### src/rtl/arith_pkg.sv
// Shared definitions for the sequential arithmetic units (multiplier and divider).
// Holds the control FSM encoding and the default operand width.
package arith_pkg;

    localparam int ARITH_WIDTH = 16;

    typedef enum logic [1:0] {
        IDLE = 2'd0,
        CALC = 2'd1,
        DONE = 2'd2
    } arith_state_t;

endpackage

### src/rtl/mul_aq_shifter.sv
// A/Q/M datapath of the shift-add multiplier: loads operands, then per enabled cycle adds M when Q[0]=1 and shifts {A,Q} right.
// One iteration per enabled clock; no backpressure, the FSM in the parent decides when to load or shift.
module mul_aq_shifter
    import arith_pkg::*;
#(
    parameter int WIDTH = ARITH_WIDTH
) (
    input  logic               clk,
    input  logic               rst,
    input  logic               load,
    input  logic               shift_en,
    input  logic [WIDTH-1:0]   m_in,
    input  logic [WIDTH-1:0]   q_in,
    output logic [2*WIDTH-1:0] prod_nxt
);

    logic [WIDTH:0]   a_q, a_d;
    logic [WIDTH-1:0] q_q, q_d;
    logic [WIDTH-1:0] m_q, m_d;

    logic [WIDTH:0]   sum;
    logic [WIDTH:0]   a_shift;
    logic [WIDTH-1:0] q_shift;

    // A is one bit wider than M so the carry of the add survives into the shift.
    always_comb begin
        sum      = a_q + (q_q[0] ? {1'b0, m_q} : '0);
        a_shift  = {1'b0, sum[WIDTH:1]};
        q_shift  = {sum[0], q_q[WIDTH-1:1]};
        prod_nxt = {a_shift[WIDTH-1:0], q_shift};
    end

    always_comb begin
        a_d = a_q;
        q_d = q_q;
        m_d = m_q;
        if (load) begin
            a_d = '0;
            q_d = q_in;
            m_d = m_in;
        end else if (shift_en) begin
            a_d = a_shift;
            q_d = q_shift;
        end
    end

    always_ff @(posedge clk or negedge rst) begin
        if (!rst) begin
            a_q <= '0;
            q_q <= '0;
            m_q <= '0;
        end else begin
            a_q <= a_d;
            q_q <= q_d;
            m_q <= m_d;
        end
    end

endmodule

### src/rtl/seq_multiplier.sv
// Unsigned WIDTH x WIDTH sequential shift-add multiplier with start/busy/done handshake.
// Latency WIDTH+1 cycles from accepted start to done; start is ignored while busy, accepted in IDLE or DONE.
module seq_multiplier
    import arith_pkg::*;
#(
    parameter int WIDTH = ARITH_WIDTH
) (
    input  logic               clk,
    input  logic               rst,
    input  logic               start,
    input  logic [WIDTH-1:0]   multiplicand,
    input  logic [WIDTH-1:0]   multiplier,
    output logic [2*WIDTH-1:0] product,
    output logic               busy,
    output logic               done
);

    localparam int CW = $clog2(WIDTH + 1);

    arith_state_t      state_q, state_d;
    logic [CW-1:0]     count_q, count_d;
    logic [2*WIDTH-1:0] product_q, product_d;

    logic               load;
    logic               shift_en;
    logic               last_iter;
    logic [2*WIDTH-1:0] prod_nxt;

    mul_aq_shifter #(.WIDTH(WIDTH)) u_aq (
        .clk      (clk),
        .rst      (rst),
        .load     (load),
        .shift_en (shift_en),
        .m_in     (multiplicand),
        .q_in     (multiplier),
        .prod_nxt (prod_nxt)
    );

    assign last_iter = (count_q == CW'(WIDTH - 1));

    always_ff @(posedge clk or negedge rst) begin
        if (!rst) begin
            state_q <= IDLE;
        end else begin
            state_q <= state_d;
        end
    end

    always_comb begin
        state_d = state_q;
        case (state_q)
            IDLE:    state_d = start ? CALC : IDLE;
            CALC:    state_d = last_iter ? DONE : CALC;
            DONE:    state_d = start ? CALC : IDLE;
            default: state_d = IDLE;
        endcase
    end

    always_comb begin
        busy     = (state_q == CALC);
        done     = (state_q == DONE);
        shift_en = (state_q == CALC);
        load     = (state_q != CALC) && start;
    end

    // Product register only moves on the completing iteration so it holds between results.
    always_comb begin
        count_d   = count_q;
        product_d = product_q;
        if (load) begin
            count_d = '0;
        end else if (shift_en) begin
            count_d = count_q + 1'b1;
            if (last_iter) begin
                product_d = prod_nxt;
            end
        end
    end

    always_ff @(posedge clk or negedge rst) begin
        if (!rst) begin
            count_q   <= '0;
            product_q <= '0;
        end else begin
            count_q   <= count_d;
            product_q <= product_d;
        end
    end

    assign product = product_q;

endmodule

### config.mk
export PLATFORM = sky130hd
export DESIGN_NAME = seq_multiplier
export DESIGN_NICKNAME = d
export VERILOG_FILES = /design/src/rtl/arith_pkg.sv /design/src/rtl/mul_aq_shifter.sv /design/src/rtl/seq_multiplier.sv
export SDC_FILE = /design/constraint.sdc
export NUM_CORES = 1
export LEC_CHECK = 0
export CAP_MARGIN = 20
export CORE_UTILIZATION = 32
export DETAILED_ROUTE_END_ITERATION = 12
export PLACE_DENSITY = 0.63
export SETUP_SLACK_MARGIN = 0.5
export SLEW_MARGIN = 10
export SYNTH_ARGS = -nofsm -noshare
export SYNTH_HDL_FRONTEND = slang
export SYNTH_SLANG_ARGS = --single-unit
### constraint.sdc
create_clock -name clk -period 3.47 [get_ports clk]
set_clock_uncertainty 0.15 [all_clocks]
set_input_delay 0.694 -clock clk [delete_from_list [all_inputs] [get_ports clk]]
set_output_delay 0.694 -clock clk [all_outputs]
set_load 0.02 [all_outputs]
After elaboration in Yosys (flattened, before gate mapping). Index checks and enable logic that the tools add are counted.

Bits in registers: 88. Input port bits: 35. Output and inout port bits: 34. Logic and storage cells: 28.

$add $sub $neg: 2. Equal/unequal tests: 4. Mux-type cells: 10. Bitwise gates (word level): 1. Reductions and logical operators: 5.

Operators with widths (number): $mux 16 (3); $mux 17 (2); $add 17x17->17 (1); $mux 5 (2); $add 5x1->5 const B (1); $eq 5x4->1 const B (1); $pmux 2 s2 (1); $reduce_and 3->1 (1); $eq 2x1->1 const B (1); $eq 2x2->1 const B (1); $logic_not 2->1 (1); $mux 2 (1); $ne 2x1->1 const B (1); $reduce_bool 2->1 (1); $reduce_or 2->1 (1); $logic_and 1x1->1 (1); $mux 1 (1); $not 1->1 (1).

Depth between registers and ports, before layout.
Depth after elaboration: 4. Gate-level depth with buffers: 10. Depth with buffers taken out: 9.

Modules after synthesis. From an unflattened synthesis, not the netlist that was laid out.

Cells, all modules: 438. Area, all modules: 4893.4 sq um.

By module, submodules not included: mul_aq_shifter (instances 1, cells an instance 337, area an instance 3199.3 sq um, seq. area each 1201.2 sq um); seq_multiplier (instances 1, cells an instance 101, area an instance 1694.1 sq um, seq. area each 975.9 sq um).

Least setup slack after synthesis. No wires, ideal clock.

Path kind: flip-flop to flip-flop. Start: register u_aq.q_q[0]. End: register u_aq.a_q[15]. Library setup time: 135 ps. Arrival time: 2410 ps. Data required time: 3185 ps. Slack: 775 ps. Stages on the path, launching flop included: 11. Buffers on the path: 1. Period minus slack after synthesis: 2695 ps. Cell sequence: dfrtp_1 > clkbuf_1 > and2_1 > ha_1 > fa_1 > a21oi_1 > o21ai_0 > a21oi_1 > o221ai_1 > a221oi_2 > o21ai_0.

Cells in the longest elaborated chain, start to end: 4.

Ends and longest elaborated chain: start, declared (RTL line mul_aq_shifter.sv:18) `logic [WIDTH-1:0] q_q, q_d;`; start signal, assigned (RTL line mul_aq_shifter.sv:54) `q_q <= q_d;`; $mux 16 (RTL line mul_aq_shifter.sv:27) `sum = a_q + (q_q[0] ? {1'b0, m_q} : '0);`; $add 17x17->17 (RTL line mul_aq_shifter.sv:27); $mux 17 (RTL line mul_aq_shifter.sv:41) `end else if (shift_en) begin`; $mux 17 (RTL line mul_aq_shifter.sv:37) `if (load) begin`; end signal, assigned (RTL line mul_aq_shifter.sv:49) `a_q <= '0;`; end signal, assigned (RTL line mul_aq_shifter.sv:53) `a_q <= a_d;`; end, declared (RTL line mul_aq_shifter.sv:17) `logic [WIDTH:0] a_q, a_d;`.

Every way passes these cells. The select of a mux whose other input is x is not followed. A chain may end at the register's enable or synchronous reset.

Worst setup path after layout. Same ends and word-level chain as after synthesis.

==> flow_metrics.py <==
metrics = {
    "cells_and_area": {
        "fin_util_pct": 42.10,
        "seqCellArea_mm2": 0.002178,
        "area_growth_pct": 27.37,
        "diodes": 0,
        "layout-drive-gt1-share_pct": 9.677,
        "fin_nets": 576,
        "final_common_cell": "nand2_1",
        "nFillCells": 1325,
        "layout_common_cells": "nand2_1, dfrtp_1, clkdlybuf4s50_1, o21ai_0",
        "multi_input_area_mm2": 0.002078,
    },
    "cts": {
        "clk_latency_ns": 0.34,
        "cts_made_buffers": 9,
        "cts_max_level": 3,
        "clk_pin_slew_worst_paths_ns": 0.06,
        "cts.sinks": 87,
        "clockBufferDepth": 2,
        "cts_tree": "built",
        "holdBufCountCts": 0,
        "ctsRootBufferMaster": "clkbuf_16",
    },
    "setup_path": {
        "crit_path_end_kind": "flop",
        "reg2reg_from": "u_aq.q_q[0]",
        "critPathRequiredTime_ns": 3.52,
        "crit_start": "u_aq.q_q[0]",
        "worst-path-max-fanout": 17,
        "crit_path_start_kind": "flop",
        "critPathKind": "reg -> reg",
        "arrival_ns": 2.85,
    },
    "job": {
        "cap_viol_max_count": 0,
    },
    "drt": {
        "final_antenna_net_count": 0,
        "vias_per_cell": 4.906,
        "route.detailed.wl_per_inst_um": 14.25,
        "drc": 0,
        "wirelength_um": 10020,
        "vias": 3449,
        "first_iter_violations": 199,
        "drtPass1Iterations": 4,
    },
    "place": {
        "io_buffers": 68,
        "place.gp.congestion": 0.8956,
        "post-dp-hpwl_um": 7083,
    },
    "hold_path": {
        "min_path_type": "in -> async",
    },
    "floorplan": {
        "dieArea_mm2": 0.01426,
        "die_h_um": 119.4,
        "die_w_um": 119.4,
        "rows": 42,
        "ios": 69,
        "core-area_mm2": 0.01335,
        "start_util_pct": 33.05,
    },
    "synthesis": {
        "synth-adder-area-share_pct": 5.559,
        "ys_seq_elements": 87,
        "syn_avg_cell_area_um2": 9.570,
        "syn-cell-area_mm2": 0.004412,
        "ys_warn_count": 0,
        "syn_nets": 515,
        "synthXorXnorAreaFrac_pct": 1.787,
        "synth_top_family_by_area": "simple AND/OR/NAND/NOR gates",
        "synthMuxAreaShare_pct": 8.168,
        "synth_cell_type_count": 45,
        "async_reset_ff_share_pct": 100.0,
        "syn_inst": 461,
        "synth-simple-area-share_pct": 18.92,
        "ys_seq_area_share_pct": 49.35,
        "ys.flop_type": "dfrtp_1",
        "synth_edf_count": 0,
        "synth_compound_area_share_pct": 12.59,
    },
    "timing": {
        "relSlewSlack_pct": 48.65,
        "fin_crit_ns": 2.803,
        "rsz0062_at_grt": "no",
        "fin_crit_sh_pct": 80.78,
        "worst_pin_slew_ns": 0.7703,
        "setup_viol": 0,
        "setup_tns_ns": 0,
        "finalHoldViolCount": 0,
        "maxSlewViolCount": 0,
        "max_freq_mhz": 356.7,
    },
    "global_route": {
        "grt_pass1_wl_um": 16500,
        "antenna_found_initial": 0,
        "grt_overflow": 0,
        "grt_pass1_vias": 3321,
        "grt_max_degree": 62,
        "track_usage_pct": 14.76,
    },
    "power": {
        "p_per_area_mw_per_mm2": 946.3,
        "ir_drop_uv": 266.4,
        "power.total_w": 0.005317,
        "leakage_nw": 2.490,
    },
    "run_status": {
        "outcome": "complete, no violations",
    },
}
## repair_timing
action | CTS | global route
pin swaps | 0 | 1
setup endpoints to repair | 1 | 7
buffers inserted | 0 | 1
gates resized for setup | 1 | 1
## registers in the layout, indices dropped and copies added, names as in the netlist
signal	count
u_aq.a_q	16
state_q	2
u_aq.q_q	16
u_aq.m_q	16
count_q	5
product	32
## cell families (layout without fill, tap and decap cells)
group / count (synthesis) / in the layout
DFF: 87 / 87
and+or+nand+nor: 179 / 179
adders and majority gates: 19 / 19
AOI/OAI and AO/OA: 97 / 97
buffers and inverters: 36 / 102
xor gates and xnor gates: 9 / 9
muxes: 34 / 34
## layout make-up
type                    count  area share (%)
clock buffers              10           4.253
well taps                 176           3.919
multi-input cells         338           36.99
flip-flops and latches     87           38.77
repair buffers             76           13.36
clock inverters             6           2.049
inverters                  10          0.6680
## power breakdown
group          total (W)  internal [W]  leakage (nW)  switching (W)
Clock            0.00114      0.000727         0.169       0.000413
Combinational    0.00242       0.00103          1.27        0.00139
Sequential       0.00176       0.00148          1.05       0.000281
Total            0.00532       0.00324          2.49        0.00208
## worst paths after layout
check                                to  slack (ns)  depth (start not counted)
setup reg to reg           u_aq.a_q[15]        0.67                          9
hold reg to reg              product[1]        0.32                          2
setup / recovery           u_aq.a_q[15]        0.67                          9
hold / removal              u_aq.m_q[9]        0.28                          1
max in group asynchronous    state_q[1]        2.27                          2
min in group clk             product[1]        0.32                          2
## cell usage after synthesis (5+ instances only)
cell	instances	area share [%]
mux2_2	16	4.1
o21ai_0	52	5.9
nand3_1	21	2.4
nor2_1	11	0.94
inv_1	8	0.68
xor2_1	5	0.99
mux2i_1	18	4.1
a31oi_1	5	0.71
clkbuf_1	17	1.4
buf_2	5	0.57
nand2_1	103	8.8
ha_1	18	5.1
nor3_1	6	0.68
dfrtp_1	87	49
and2_1	16	2.3
a21oi_1	22	2.5
## worst max-delay path: stages, from the launching register on
cell,delay (ns)
dfrtp_2,0.47
and2_1,0.17
ha_1,0.20
fa_1,0.42
a21oi_1,0.21
o21ai_0,0.17
a21oi_2,0.21
o221ai_1,0.22
a221oi_2,0.30
o21ai_0,0.13
## through the flow
step | worst slack (ns) | cells | instance area [µm²] | hold slack [ns]
after floorplan | 0.7745 | 461 | 4412 | 0.2484
after global placement | 0.5875 | 686 | 5253 | 0.3096
after detailed placement | 0.5078 | 686 | 5253 | 0.3115
after CTS | 0.5628 | 702 | 5610 | 0.3118
after global routing | 0.4934 | 703 | 5619 | 0.3532
final | 0.6668 | 703 | 5619 | 0.2793
## metal layers
layer  vias up  routed length, µm  track usage [%]
met5         -                  0                0
met4         0                131            5.859
met3         8                404            3.065
met2        64               4825            23.84
met1      1644               4657            19.30
li1       1733                  -                -
Power figures use the tool's default switching activity.
==> patch 1: new RTL, same flow settings <==
Set the package constant `ARITH_WIDTH` to 8 (it was 16).
--- a/src/rtl/arith_pkg.sv
+++ b/src/rtl/arith_pkg.sv
@@ -2,7 +2,7 @@
 // Holds the control FSM encoding and the default operand width.
 package arith_pkg;
 
-    localparam int ARITH_WIDTH = 16;
+    localparam int ARITH_WIDTH = 8;
 
     typedef enum logic [1:0] {
         IDLE = 2'd0,
Interface: changed (resized multiplicand, multiplier and product); port bits go from 69 to 37. The function was not compared with the original's and may differ.
==> patch 1 against the original RTL <==
The flow now finishes with violations (design-rule violations). Cell area shrank 51%. Global-route usage shrank 1.1 points. Die area shrank 49%. Power shrank 58%. Sequential cell count shrank 41. Setup slack gained 0.45 ns. Routed wire length shrank 56%. Count of clock-buffer cells in the layout shrank 3. Synthesized area shrank 50%.
==> patch 1: results (changes against the original RTL) <==
Drt
  – Iteration-0 DRC count of the detailed router: 50 (-75%)
  – Drt pass-1 iters: 8 (+4)
  – Via count: 1616 (-53%)
  – Met3 wire length: 147 um (-64%)
  – Residual DRC count: 2 (+2)
  – Routed wl met2: 1990 um (-59%)
  – Met1 WL: 2190 um (-53%)
  – WL per Instance: 13.2 um (-7.1%)

Synthesis
  – Net Count, Synth: 245 (-52%)
  – Dominant cells by area after synthesis: dfrtp_1 52%, nand2_1 9.0%, ha_1 5.1%, o21ai_0 5.0%, mux2i_1 4.1%
  – Compound-gate portion of the synthesized area: 11.5% (-1.0 points)
  – Mux cell area share after synthesis: 8.19% (+0.023 points)
  – Post-synth top cells: 53 x nand2_1, 46 x dfrtp_1, 22 x o21ai_0
  – Synth Area in XOR/XNOR: 1.59% (-0.19 points)

Pwr
  – Pint: 0.00139 W (-57%)
  – Clock Power: 0.000333 W (-71%)
  – Peak supply drop: 0.000274 V (+2.8%)
  – Switching share of total power: 38.4% (-0.67 points)
  – Total leakage power: 1.29 nW (-48%)
  – Logic pwr share: 44.5% (-0.9 points)

Timing
  – Slew of the pin with the lowest slew margin: 0.534 ns (-0.236 ns)

Cells and area
  – #MultiIn Comb: 157 (-54%)
  – FILL cells: 638 (-52%)
  – Layout cell share with drive strength beyond 1: 10.2% (+0.48 points)
  – Area of the multi-input gates: 983 um2 (-53%)
  – Inverters: 4 (-6)
  – CLK BUF: 7 (-3)
  – Non-clock buffer share: 15.0% (+1.7 points)

Setup path
  – Reg2reg setup slack: 1.16 ns (+0.49 ns)
  – CP delay by family, top: buffers and inverters
  – Crit-path max cell delay: 0.60 ns (+0.13 ns)
  – Crit path capture: busy
  – FF-to-FF End: u_aq.a_q[5]
  – Worst Setup SP: state_q[1]
  – Worst Path Max Fanout: 2 (-15)
  – CP Data Arrival Time: 1.51 ns (-1.34 ns)
  – CP max-delay cell: clkdlybuf4s50_1

Placed design
  – Area after DPL: 2630 um2 (-50%)
  – GP Congestion: 0.810 (-9.6%)
  – # port buffers: 36 (-47%)

Floorplanning
  – Core area: 6490 um2 (-51%)

CTS
  – Clock sinks: 46 (-47%)
  – Clk pin slew, worst setup/hold paths: 0.09 ns (+0.03 ns)
  – Clock root buffer: clkbuf_8
  – Inserted Clock Buffers: 5 (-4)

GRT
  – Met2 global-route usage: 20.4% (-3.4 points)
  – M1 GR Usage: 19.2% (-0.083 points)
  – Global-route wire length before repair: 7700 um (-53%)

Run status
  – Failing checks: design-rule violations
  – Status: finished with violations
[patch 1: cell types whose count changed after synthesis, moves of 6 or more]
| cell | delta |
|---|---|
| nand2_1 | -50 |
| dfrtp_1 | -41 |
| o21ai_0 | -30 |
| a21oi_1 | -18 |
| clkbuf_1 | -14 |
| nand3_1 | -10 |
| ha_1 | -9 |
| mux2i_1 | -9 |
| nor2_1 | -9 |
| and2_1 | -8 |
| mux2_2 | -8 |
| inv_1 | -6 |
[patch 1: how the worst min path moves through the flow]
stage	start	end	depth (start not counted)	slack [ns]
6_report	rst	u_aq.m_q[1]	1	0.23
3_3_place_gp	product[3]	product[3]	2	0.31
3_5_place_dp	product[7]	product[7]	2	0.31
2_1_floorplan	rst	count_q[0]	0	0.25
5_1_grt	rst	u_aq.m_q[0]	1	0.24
4_1_cts	product[3]	product[3]	2	0.34
[patch 1: metrics by stage]
step                      setup slack [ns]  instances
after floorplan                       1.36        216
after global placement                1.12        324
after detailed placement              1.09        324
after CTS                             1.10        332
after global routing                  1.02        333
final                                 1.12        333
==> patch 2: new RTL, same flow settings <==
Without the edit above. Make the reset (`rst`) synchronous in 3 clocked blocks.
--- a/src/rtl/mul_aq_shifter.sv
+++ b/src/rtl/mul_aq_shifter.sv
@@ -44,7 +44,7 @@
         end
     end
 
-    always_ff @(posedge clk or negedge rst) begin
+    always_ff @(posedge clk) begin
         if (!rst) begin
             a_q <= '0;
             q_q <= '0;
--- a/src/rtl/seq_multiplier.sv
+++ b/src/rtl/seq_multiplier.sv
@@ -38,7 +38,7 @@
 
     assign last_iter = (count_q == CW'(WIDTH - 1));
 
-    always_ff @(posedge clk or negedge rst) begin
+    always_ff @(posedge clk) begin
         if (!rst) begin
             state_q <= IDLE;
         end else begin
@@ -77,7 +77,7 @@
         end
     end
 
-    always_ff @(posedge clk or negedge rst) begin
+    always_ff @(posedge clk) begin
         if (!rst) begin
             count_q   <= '0;
             product_q <= '0;
Formal check against the unedited RTL: differs if rst is asserted again (counterexample within 4 cycles, from zero or initial values and one cycle with rst low); with rst held inactive, the same outputs for 10 cycles.
==> patch 2 against the original RTL <==
Non-clock buffer count up 3. Global-route usage increased by 1.8 points. Cell area shrank 4.3%. Synthesized cell count is 14% higher. Synthesized area down 4.2%. Setup slack better by 0.058 ns. Worst hold slack improved by 0.022 ns. Routed wire length increased by 11%. Sequential cell count stayed put. Critical path type unchanged.
Power is not compared: it rests on default switching activity, and its combinational part moved more than twofold at a synthesized area within 25%.
==> patch 2: results (changes against the original RTL) <==
Timing
  – Slew of the pin with the lowest slew margin: 0.684 ns (-0.0861 ns)

Synthesis
  – Post-synth ARST share: 0% (-100 points)
  – Post-Synth Adder-Cell Area: 5.80% (+0.24 points)
  – Mux cell area share after synthesis: 3.79% (-4.4 points)
  – Synth Instances: 524 (+14%)
  – Post-synthesis sequential area ratio: 41.2% (-8.1 points)
  – Synth warn: 0 (unchanged)
  – Compound-gate portion of the synthesized area: 19.6% (+7.0 points)
  – Post-synth top cells: 108 x nand2_1, 87 x dfxtp_1, 54 x a21oi_1
  – Yosys cell types: 48 (+6.7%)
  – Synth Area in XOR/XNOR: 2.28% (+0.49 points)
  – Post-synth top flop: dfxtp_1
  – Net Count, Synth: 578 (+12%)
  – Dominant cells by area after synthesis: dfxtp_1 41%, nand2_1 9.6%, a21oi_1 6.4%, ha_1 5.3%, a211oi_1 4.3%

Drt
  – Drt pass-1 iters: 5 (+1)
  – Iteration-0 DRC count of the detailed router: 301 (+51%)
  – Post-DR vias/cell: 5.09 (+3.8%)
  – Via count: 3856 (+12%)

Placed design
  – DP HPWL: 7970 um (+12%)
  – Dpl cells: 741 (+8.0%)
  – GP Congestion: 0.900 (+0.48%)
  – Area after DPL: 5070 um2 (-3.4%)
  – Place WS: 0.618 ns (+0.110 ns)

GRT
  – GRT Util Overall: 16.6% (+1.8 points)
  – Largest net degree at the start of global routing: 57 (-8.1%)
  – Vias in the first global route: 3529 (+6.3%)

Pwr
  – Total leakage power: 2.04 nW
  – Flop pwr share: 47.6%

Cells and area
  – FILL cells: 1295 (-2.3%)
  – Nets: 634 (+10%)
  – Layout cell share with drive strength beyond 1: 5.64% (-4.0 points)

Hold path
  – Worst min-delay path class: reg2reg

Setup path
  – CP Data Arrival Time: 2.86 ns (about the same)
  – FF-to-FF path depth: 9 (unchanged)

Run status
  – Status: finished clean

CTS
  – Inserted Clock Buffers: 9 (unchanged)
==> patch 2: changes by cell type after synthesis, moves of 16 or more <==
| cell | delta |
|---|---|
| dfxtp_1 | +87 |
| a21oi_1 | +32 |
| nor2_1 | +29 |
| mux2_2 | -16 |
| o21ai_0 | -41 |
| a211oi_1 | +23 |
| dfrtp_1 | -87 |
==> patch 2: what timing repair did <==
action	CTS	global route
resized for setup	0	1
endpoints found under the hold margin	0	0
endpoints found under the setup margin	0	4
==> patch 2: final cells by class <==
class | count | area (um2) | share of cell area (%)
flip-flops and latches | 87 | 1740 | 32.4
clock buffers | 9 | 225 | 4.19
well taps | 172 | 215 | 4.00
repair buffers | 79 | 763 | 14.2
inverters | 9 | 33.8 | 0.628
multi-input cells | 394 | 2330 | 43.2
clock inverters | 7 | 73.8 | 1.37
==> patch 2: metal layers <==
metal	part of all wire (%)	vias to the layer above	track usage, %
li1	-	1962	-
met1	50	1761	23.8
met2	43	119	24.7
met3	5.1	14	3.09
met4	2.2	0	6.08
met5	0	-	0
==> patch 2: worst max-delay path: stages, from the launching register on <==
cell and delay (ns):
dfxtp_1 0.44, and2_1 0.21, ha_1 0.20, fa_1 0.44, a211oi_2 0.36, o211ai_1 0.17
a41oi_1 0.28, xnor2_1 0.18, nand2_1 0.08, a21oi_1 0.15
==> patch 2: path summary, 6_finish.rpt <==
| check | end | startpoint | slack, ns |
|---|---|---|---|
| worst max-delay path | u_aq.a_q[9] | u_aq.q_q[0] | 0.73 |
| worst min-delay path | u_aq.m_q[3] | u_aq.m_q[3] | 0.30 |
| worst max register to register | u_aq.a_q[9] | u_aq.q_q[0] | 0.73 |
| worst min register to register | u_aq.m_q[3] | u_aq.m_q[3] | 0.30 |
